[config.mk]
export PLATFORM = sky130hd
export DESIGN_NAME = counter_driver
export DESIGN_NICKNAME = d
export VERILOG_FILES = /design/src/rtl/counter_pkg.sv /design/src/rtl/counter_cmd_fifo.sv /design/src/rtl/counter_driver.sv
export SDC_FILE = /design/constraint.sdc
export NUM_CORES = 1
export LEC_CHECK = 0
export CORE_AREA = 4 4 99 101
export CTS_BUF_LIST = sky130_fd_sc_hd__clkbuf_4 sky130_fd_sc_hd__clkbuf_8 sky130_fd_sc_hd__clkbuf_16
export CTS_CLUSTER_SIZE = 14
export DETAILED_ROUTE_END_ITERATION = 10
export DIE_AREA = 0 0 103 105
export PLACE_DENSITY = 0.75
export SYNTH_ARGS = -nofsm -noshare
export SYNTH_HDL_FRONTEND = slang
export SYNTH_SLANG_ARGS = --single-unit
[constraint.sdc]
create_clock -name clk -period 2.4 [get_ports clk]
set_clock_uncertainty 0.1 [all_clocks]
set_input_delay 0.48 -clock clk [delete_from_list [all_inputs] [get_ports clk]]
set_output_delay 0.48 -clock clk [all_outputs]
set_load 0.1 [all_outputs]
[src/rtl/counter_pkg.sv]
// counter_pkg: shared types and constants for the counter command sequencer.
//   cmd_op_e    - host command opcodes (LOAD/UP/DOWN/HOLD)
//   drv_state_e - sequencer FSM states
//   CNT_WIDTH   - default counter/operand width
//   cmd_t       - one queued command at the default width
//   sat_inc8    - saturating increment for 8-bit event counters
package counter_pkg;

  localparam int CNT_WIDTH = 8;

  typedef enum logic [1:0] {
    OP_LOAD = 2'd0,
    OP_UP   = 2'd1,
    OP_DOWN = 2'd2,
    OP_HOLD = 2'd3
  } cmd_op_e;

  typedef enum logic [1:0] {
    ST_IDLE   = 2'd0,
    ST_EXEC   = 2'd1,
    ST_SETTLE = 2'd2,
    ST_CHECK  = 2'd3
  } drv_state_e;

  // Layout used in the FIFO: opcode in the top two bits, operand below.
  typedef struct packed {
    cmd_op_e               op;
    logic [CNT_WIDTH-1:0]  arg;
  } cmd_t;

  function automatic logic [7:0] sat_inc8(input logic [7:0] v);
    return (v == 8'hFF) ? v : v + 8'd1;
  endfunction

endpackage

[src/rtl/counter_cmd_fifo.sv]
// counter_cmd_fifo: small synchronous command FIFO, no bypass path.
//   clk, rst_n  - clock, asynchronous active-low reset (flushes occupancy)
//   push, din   - write strobe and data; ignored while full
//   pop, dout   - read strobe; dout always shows the head entry
//   full, empty - occupancy flags
// DEPTH must be a power of two (>= 2) so the pointers wrap naturally.
module counter_cmd_fifo
  import counter_pkg::*;
#(
  parameter int DEPTH = 4,
  parameter int WIDTH = $bits(cmd_t)
) (
  input  logic             clk,
  input  logic             rst_n,
  input  logic             push,
  input  logic [WIDTH-1:0] din,
  input  logic             pop,
  output logic [WIDTH-1:0] dout,
  output logic             full,
  output logic             empty
);

  localparam int AW = $clog2(DEPTH);
  localparam int CW = AW + 1;
  localparam logic [CW-1:0] FULL_CNT = CW'(DEPTH);

  logic [WIDTH-1:0] mem [DEPTH];
  logic [AW-1:0]    wr_ptr;
  logic [AW-1:0]    rd_ptr;
  logic [CW-1:0]    count;
  logic             push_ok;
  logic             pop_ok;

  assign full    = (count == FULL_CNT);
  assign empty   = (count == '0);
  assign push_ok = push && !full;
  assign pop_ok  = pop && !empty;
  assign dout    = mem[rd_ptr];

  // Storage carries no reset; occupancy alone defines what is valid.
  always_ff @(posedge clk) begin
    if (push_ok) mem[wr_ptr] <= din;
  end

  always_ff @(posedge clk or negedge rst_n) begin
    if (!rst_n) begin
      wr_ptr <= '0;
      rd_ptr <= '0;
      count  <= '0;
    end else begin
      if (push_ok) wr_ptr <= wr_ptr + 1'b1;
      if (pop_ok)  rd_ptr <= rd_ptr + 1'b1;
      case ({push_ok, pop_ok})
        2'b10:   count <= count + 1'b1;
        2'b01:   count <= count - 1'b1;
        default: count <= count;
      endcase
    end
  end

endmodule

[src/rtl/counter_driver.sv]
// counter_driver: command sequencer driving an up/down counter with load.
//   clk, rst_n              - clock, asynchronous active-low reset
//   cmd_valid/cmd_ready     - host command handshake
//   cmd_op, cmd_arg         - opcode and operand (load value or cycle count)
//   cnt_load, cnt_load_val  - registered load strobe and value to the counter
//   cnt_en, cnt_up          - registered enable and direction to the counter
//   cnt_value               - counter readback
//   exp_value               - internal model of the counter value
//   busy, done              - activity flag, one-cycle completion pulse
//   err, err_cnt, err_clr   - sticky mismatch flag, saturating count, clear
//   dbg_state               - current FSM state for observation
//
// Handshake: a command transfers on every rising clk edge where
// cmd_valid && cmd_ready; cmd_ready is simply !full, independent of cmd_valid,
// and the host must hold cmd_op/cmd_arg stable while cmd_valid is high.
module counter_driver
  import counter_pkg::*;
#(
  parameter int WIDTH = CNT_WIDTH,
  parameter int DEPTH = 4
) (
  input  logic             clk,
  input  logic             rst_n,
  input  logic             cmd_valid,
  output logic             cmd_ready,
  input  logic [1:0]       cmd_op,
  input  logic [WIDTH-1:0] cmd_arg,
  output logic             cnt_load,
  output logic [WIDTH-1:0] cnt_load_val,
  output logic             cnt_en,
  output logic             cnt_up,
  input  logic [WIDTH-1:0] cnt_value,
  output logic [WIDTH-1:0] exp_value,
  output logic             busy,
  output logic             done,
  output logic             err,
  output logic [7:0]       err_cnt,
  input  logic             err_clr,
  output drv_state_e       dbg_state
);

  localparam int DW = WIDTH + 2;

  // ---------------------------------------------------------------- FIFO
  logic [DW-1:0]    fifo_dout;
  logic             fifo_full;
  logic             fifo_empty;
  logic             pop;
  cmd_op_e          head_op;
  logic [WIDTH-1:0] head_arg;

  counter_cmd_fifo #(
    .DEPTH (DEPTH),
    .WIDTH (DW)
  ) u_fifo (
    .clk   (clk),
    .rst_n (rst_n),
    .push  (cmd_valid),
    .din   ({cmd_op, cmd_arg}),
    .pop   (pop),
    .dout  (fifo_dout),
    .full  (fifo_full),
    .empty (fifo_empty)
  );

  assign cmd_ready = !fifo_full;
  assign head_op   = cmd_op_e'(fifo_dout[DW-1:WIDTH]);
  assign head_arg  = fifo_dout[WIDTH-1:0];

  // ---------------------------------------------------------------- FSM
  drv_state_e       state, state_d;
  cmd_op_e          cur_op, cur_op_d;
  logic [WIDTH-1:0] remain, remain_d;
  logic             load_d;
  logic [WIDTH-1:0] load_val_d;
  logic             en_d;
  logic             up_d;
  logic             mismatch;

  // Drive pins are computed one cycle ahead and registered, so the pins are
  // already correct in the first cycle spent in EXEC. remain counts the EXEC
  // cycles still to go after the current one.
  always_comb begin
    state_d    = state;
    cur_op_d   = cur_op;
    remain_d   = remain;
    load_d     = 1'b0;
    load_val_d = cnt_load_val;
    en_d       = 1'b0;
    up_d       = 1'b0;
    pop        = 1'b0;
    case (state)
      ST_IDLE: begin
        if (!fifo_empty) begin
          pop      = 1'b1;
          cur_op_d = head_op;
          case (head_op)
            OP_LOAD: begin
              state_d    = ST_EXEC;
              remain_d   = '0;
              load_d     = 1'b1;
              load_val_d = head_arg;
            end
            OP_UP, OP_DOWN: begin
              if (head_arg == '0) begin
                state_d = ST_SETTLE;
              end else begin
                state_d  = ST_EXEC;
                remain_d = head_arg - 1'b1;
                en_d     = 1'b1;
                up_d     = (head_op == OP_UP);
              end
            end
            default: begin // OP_HOLD: pins stay low
              if (head_arg == '0) begin
                state_d = ST_SETTLE;
              end else begin
                state_d  = ST_EXEC;
                remain_d = head_arg - 1'b1;
              end
            end
          endcase
        end
      end
      ST_EXEC: begin
        if (remain == '0) begin
          state_d = ST_SETTLE;
        end else begin
          remain_d = remain - 1'b1;
          en_d     = (cur_op == OP_UP) || (cur_op == OP_DOWN);
          up_d     = (cur_op == OP_UP);
        end
      end
      ST_SETTLE: state_d = ST_CHECK;
      default:   state_d = ST_IDLE; // ST_CHECK
    endcase
  end

  always_ff @(posedge clk or negedge rst_n) begin
    if (!rst_n) begin
      state        <= ST_IDLE;
      cur_op       <= OP_LOAD;
      remain       <= '0;
      cnt_load     <= 1'b0;
      cnt_load_val <= '0;
      cnt_en       <= 1'b0;
      cnt_up       <= 1'b0;
    end else begin
      state        <= state_d;
      cur_op       <= cur_op_d;
      remain       <= remain_d;
      cnt_load     <= load_d;
      cnt_load_val <= load_val_d;
      cnt_en       <= en_d;
      cnt_up       <= up_d;
    end
  end

  // ------------------------------------------------------- expected model
  // Follows the registered pins with the same rule as the counter, so both
  // update on the same edge and agree by the CHECK cycle.
  always_ff @(posedge clk or negedge rst_n) begin
    if (!rst_n) begin
      exp_value <= '0;
    end else if (cnt_load) begin
      exp_value <= cnt_load_val;
    end else if (cnt_en) begin
      exp_value <= cnt_up ? exp_value + 1'b1 : exp_value - 1'b1;
    end
  end

  // ---------------------------------------------------------- error status
  assign mismatch = (state == ST_CHECK) && (cnt_value != exp_value);

  // A mismatch in the same cycle as err_clr wins: the clear is applied first,
  // then the new mismatch counted, leaving err=1 and err_cnt=1.
  always_ff @(posedge clk or negedge rst_n) begin
    if (!rst_n) begin
      err     <= 1'b0;
      err_cnt <= 8'd0;
    end else if (mismatch) begin
      err     <= 1'b1;
      err_cnt <= err_clr ? 8'd1 : sat_inc8(err_cnt);
    end else if (err_clr) begin
      err     <= 1'b0;
      err_cnt <= 8'd0;
    end
  end

  assign done      = (state == ST_CHECK);
  assign busy      = (state != ST_IDLE) || !fifo_empty;
  assign dbg_state = state;

endmodule

# == After elaboration in Yosys (flattened, before gate mapping) ==
# Memories as Yosys holds them, arrays and structs flattened.
# Cells that the tools add are included.
# totals
regBits,47
mem_bits_rw,40
inputBits,22
out_inout_bits,33
elab_cells,101
n_memories,1
# op_classes
add_sub_neg,9
n_eq_ne,17
n_mux,37
bitwise_logic,1
reduce_logical,23
# memory_table
name,words,word_bits,rd,rd_ports_with_merged_regs,write_ports,line,source
u_fifo.mem,4,10,1,0,1,counter_cmd_fifo.sv:27,logic [WIDTH-1:0] mem [DEPTH];
# op_table
op,n
2-to-1 mux 8 bit,11
"subtractor 8 x 1 -> 8 bit, second input constant",3
2-to-1 mux 1 bit,17
"adder 8 x 1 -> 8 bit, second input constant",2
zero test 8 bit,2
case mux 8 bit (2 select lines),1
"== test 2 bit, second input constant",5
nonzero test 2 bit,5
"== test 2 x 1 -> 1 bit, second input constant",4
"== test 8 bit, second input constant",1
2-to-1 mux 2 bit,4
"inequality test 2 bit, second input constant",4
inequality test 8 bit,1
case mux 2 bit (3 select lines),1
case mux 3 bit (2 select lines),1
AND reduction 2 bit,3
"adder 2 x 1 -> 2 bit, second input constant",2
zero test 2 bit,2
case mux 1 bit (2 select lines),2
AND reduction 4 bit,1
"adder 3 x 1 -> 3 bit, second input constant",1
"== test 3 bit, second input constant",1
logical AND 1 bit,3
zero test 3 bit,1
other kinds (7),9

# == Logic depth before layout (Yosys ltp) ==
# logic_depth
ltp_word,6
ltp_mapped,10
mapped_depth_nobuf,10

# == Hierarchy ==
# Synthesis repeated with hierarchy kept, for this count alone.
# unflattened
cells_unflattened,368
area_unflattened_um2,4475.5
# by_module_without_submodules
module,n_inst,cells_each,area_per_inst_um2,seq_area_each_um2
counter_driver,1,279,2590.0,1001.0
counter_cmd_fifo,1,89,1885.6,1376.3

# == Worst setup path after synthesis ==
# Ideal clock, no wire load.
# synth_timing
path_kind,register to register
startpoint,"register state[1], in the netlist dbg_state[1]"
endpoint,register err_cnt[7]
setup_ps,78
arrival_ps,2942
required_time_ps,2222
setup_slack_ps,-720
path_stages_with_launch,6
n_path_buf,0
synth_period_minus_slack_ps,3120
cell_sequence,dfrtp_1 -> ha_1 -> o211a_2 -> nand3_1 -> or3_1 -> a21oi_1
# synth_via
elab_chain_cells,4
elab_cells_between_ends,5
cone_classes,eq/ne: 1; mux: 1; reduce/logical: 3
# synth_rtl
element,line,source
start: declaration,counter_driver.sv:71,"drv_state_e state, state_d;"
start signal: assignment,counter_driver.sv:149,state <= state_d;
== test 2 bit *,--,
named net done,counter_driver.sv:35,"output logic done,"
logical AND 1 bit *,counter_driver.sv:173,assign mismatch = (state == ST_CHECK) && (cnt_value != exp_value);
nonzero test 2 bit (no line),--,
AND reduction 2 bit (no line),--,
end signal: assignment,counter_driver.sv:183,err_cnt <= err_clr ? 8'd1 : sat_inc8(err_cnt);
end: declaration,counter_driver.sv:37,"output logic [7:0] err_cnt,"
# Mark *: on every way through the listed nets, which the timed path passes. The rest lies on a longest branch.
# A chain may end at the register's enable or synchronous reset.

# == Worst setup path in the final report ==
# layout_timing
startpoint,register u_fifo.rd_ptr[0]
endpoint,"register state[0], in the netlist dbg_state[0]"
# layout_via
elab_chain_cells,6
elab_cells_between_ends,7
cone_classes,mux: 4; reduce/logical: 2; memory: 1
# layout_rtl
element,line,source
start: declaration,counter_cmd_fifo.sv:29,logic [AW-1:0] rd_ptr;
start signal: assignment,counter_cmd_fifo.sv:52,if (pop_ok) rd_ptr <= rd_ptr + 1'b1;
memory (4 x 10 bit) *,--,
zero test 8 bit,"counter_driver.sv:105, counter_driver.sv:115",
2-to-1 mux 2 bit,"counter_driver.sv:105, counter_driver.sv:115",
2-to-1 mux 2 bit *,--,
2-to-1 mux 2 bit *,counter_driver.sv:94,if (!fifo_empty) begin
case mux 2 bit (3 select lines) *,counter_driver.sv:92,case (state)
# Mark *: on every way between the ends. The rest lies on a longest branch, timed or not. The select of a mux whose other input is x is not followed.

==> results.sh <==
export IMPL_postPlaceCellArea_um2=5246
export IMPL_port_buffers=54
export IMPL_status="completed"
export IMPL_syn_num_nets=403
export IMPL_track_usage=0.1677
export IMPL_syn_avg_cell_area_um2=12.20
export IMPL_maxCapViolations=0
export IMPL_yosys_most_used_dff="dfrtp_1"
export IMPL_synth_edff_count=40
export IMPL_worstSetupStartpointType="flip-flop"
export IMPL_hold_viol=0
export IMPL_critical_path_arrival_ps=2440
export IMPL_netlist_instances=358
export IMPL_ys_ff_latch=87
export IMPL_maxSlewHeadroom=0.4832
export IMPL_clockBufferDepth=2
export IMPL_timing_final_crit_period_ps=2309
export IMPL_initial_core_util=0.4843
export IMPL_synthArstFlopShare=0.5402
export IMPL_synth_seq_area_share=0.5441
export IMPL_synth_warnings=0
export IMPL_core_area_um2=9021
export IMPL_detailed_place_hpwl_mm=6.644
export IMPL_area_growth_pct=26.12
export IMPL_muxShareOfSynthArea=0.08104
export IMPL_synth_compound_area_share=0.1005
export IMPL_clk_pin_slew_ps=80
export IMPL_hold_class="in -> async"
export IMPL_grt_max_degree=34
export IMPL_antenna_found_initial=0
export IMPL_fin_crit_sh=0.9623
export IMPL_fin_area_um2=5510
export IMPL_grt_pass1_wl_mm=14.14
export IMPL_drv_slew=0
export IMPL_fmax_ghz=0.4330
export IMPL_clk_latency_ps=350
export IMPL_rows=35
export IMPL_met1_length_mm=3.866
export IMPL_met2_length_mm=4.362
export IMPL_detail_route_first_pass_iterations=4
export IMPL_setup_viol=0
export IMPL_cts_made_buffers=9
export IMPL_routed_wl_mm=8.874
export IMPL_die_area_um2=10820
export IMPL_synth_area_um2=4369
export IMPL_synth_fa_ha_area_frac=0.06930
export IMPL_routabilityCongestion=0.8538
export IMPL_routed_via_density=5.390
export IMPL_cts_tree="built"
export IMPL_drt_iter0_markers=115
export IMPL_top_layer="met4"
export IMPL_dr_wl_met3_um=544
export IMPL_drive_gt1_frac=0.2971
export IMPL_required_ps=2530
export IMPL_fin_nets=491
export IMPL_ant_nets=0
export IMPL_clock_sinks=87
export IMPL_yosys_area_share_simple=0.1143
export IMPL_drcViolationCount=0
export IMPL_yosys_area_share_xor_xnor=0.05613
export IMPL_synth_top_family_by_area="simple AND/OR/NAND/NOR gates"
export IMPL_crit_path_end_kind="flip-flop"
export IMPL_grt_pass1_vias=3018
export IMPL_clock_root_buffer="clkbuf_8"
export IMPL_worstMarginPinSlew_ps=775.3
export IMPL_yosysUniqueCellTypes=54
export IMPL_cp_max_fo=4
export IMPL_cts_hold_buf=0
export IMPL_antenna_diode_count=0
export IMPL_h_tree_depth=3
export IMPL_grt_ovfl_total=0
export IMPL_wl_per_cell_um=15.79
export IMPL_crit_type="reg -> reg"
export IMPL_die_h_um=105
export IMPL_die_w_um=103
export IMPL_io_pins=55
export IMPL_via_count=3029
cell families (layout without fill, tap and decap cells):
| logic type | count (synthesis) | in the layout |
|---|---|---|
| flip-flops | 87 | 87 |
| adder cells (fa/ha/maj) | 23 | 23 |
| AND/OR/NAND/NOR | 93 | 93 |
| XOR/XNOR | 28 | 28 |
| AO/OA/AOI/OAI | 69 | 69 |
| multiplexers | 22 | 22 |
| buffers and inverters | 36 | 129 |
final timing paths:
path                                   from               to  slack (ps)  depth (start not counted)
hold reg to reg             u_fifo.count[0]  u_fifo.count[0]         410                          1
min in group clk            u_fifo.count[0]  u_fifo.count[0]         410                          1
setup / recovery           u_fifo.rd_ptr[0]     dbg_state[0]          90                          8
setup reg to reg           u_fifo.rd_ptr[0]     dbg_state[0]          90                          8
max in group asynchronous             rst_n       err_cnt[6]        1470                          2
hold / removal                        rst_n     exp_value[6]         100                          1
metal layers:
| metal | GRT usage | up-vias |
|---|---|---|
| met5 | 0 | - |
| met4 | 0.06383 | 0 |
| met3 | 0.02937 | 7 |
| met2 | 0.2736 | 83 |
| met1 | 0.2210 | 1461 |
| li1 | - | 1478 |
critical path, stage by stage (launching register included):
cell      delay, ps
dfrtp_2         420
mux4_2          540
inv_2           110
ha_4            140
nor3b_4         190
nand2_1         110
or3_4           360
o211ai_2        150
a22oi_1          90
placed cells by master, fill, tap and decap left out, drive strengths merged, types with 2 or more instances in the layout:
master / instances
a21oi: 18
a22oi: 2
a31oi: 2
a32oi: 2
and3: 5
buf: 67
bufinv: 2
clkbuf: 10
clkdlybuf4s50: 20
clkinv: 4
dfrtp: 47
edfxtp: 40
fa: 2
ha: 21
inv: 25
mux2: 7
mux2i: 5
mux4: 10
nand2: 26
nand2b: 3
nand3: 9
nand4: 5
nor2: 20
nor3: 6
nor3b: 4
nor4: 3
o211ai: 2
o21ai: 30
o21bai: 2
o22ai: 2
o31a: 2
or3: 5
xnor2: 18
xor2: 10
cells in the mapped netlist (7+ instances only):
cell	number	area share
dfrtp_1	47	0.27
edfxtp_1	40	0.27
inv_1	26	0.022
nand2_1	26	0.022
o21ai_0	23	0.026
ha_1	21	0.060
nor2_1	20	0.017
a21oi_1	18	0.021
xnor2_1	18	0.036
mux4_2	10	0.052
xor2_1	10	0.020
nand3_1	8	0.0092
clkbuf_1	7	0.0060
mux2_2	7	0.018
registers in the layout (all words and copies together) (netlist names):
register and cells:
u_fifo.wr_ptr 2, exp_value 8, err_cnt 8, remain 8, u_fifo.mem 40, u_fifo.count 3, cnt_en 1, cur_op 2
u_fifo.rd_ptr 2, cnt_load_val 8, cnt_load 1, err 1, dbg_state 2, cnt_up 1
area by class of cell:
class	instances	area [um^2]
Clock inverter	6	85.08
Inverter	26	101.3
Tap cell	111	138.9
Fill cell	703	3511
Multi-Input combinational cell	235	1912
Sequential cell	87	2396
Clock buffer	10	131.4
Timing Repair Buffer	87	745.7
timing repair:
item	CTS	global route
resized for setup	1	8
setup endpoints to repair	1	19
pin swaps	0	2
buffers inserted	0	2
metrics by stage:
stage / setup WS (ps) / instances / utilization / hold WS (ps) / TNS (ps)
2_1_floorplan: -57.88 / 358 / - / 84.41 / -106.1
6_report: 90.51 / 562 / 0.6108 / 101.4 / 0
5_1_grt: -36.04 / 562 / 0.6108 / 151.7 / -61.92
3_3_place_gp: 50.57 / 544 / 0.5816 / 389.5 / 0
3_5_place_dp: 4.904 / 544 / 0.5816 / 392.8 / 0
4_1_cts: 8.549 / 560 / 0.6055 / 106.2 / 0
Power is not shown: default switching activity piles up to over one toggle a cycle in this logic, so the estimate is an artifact.
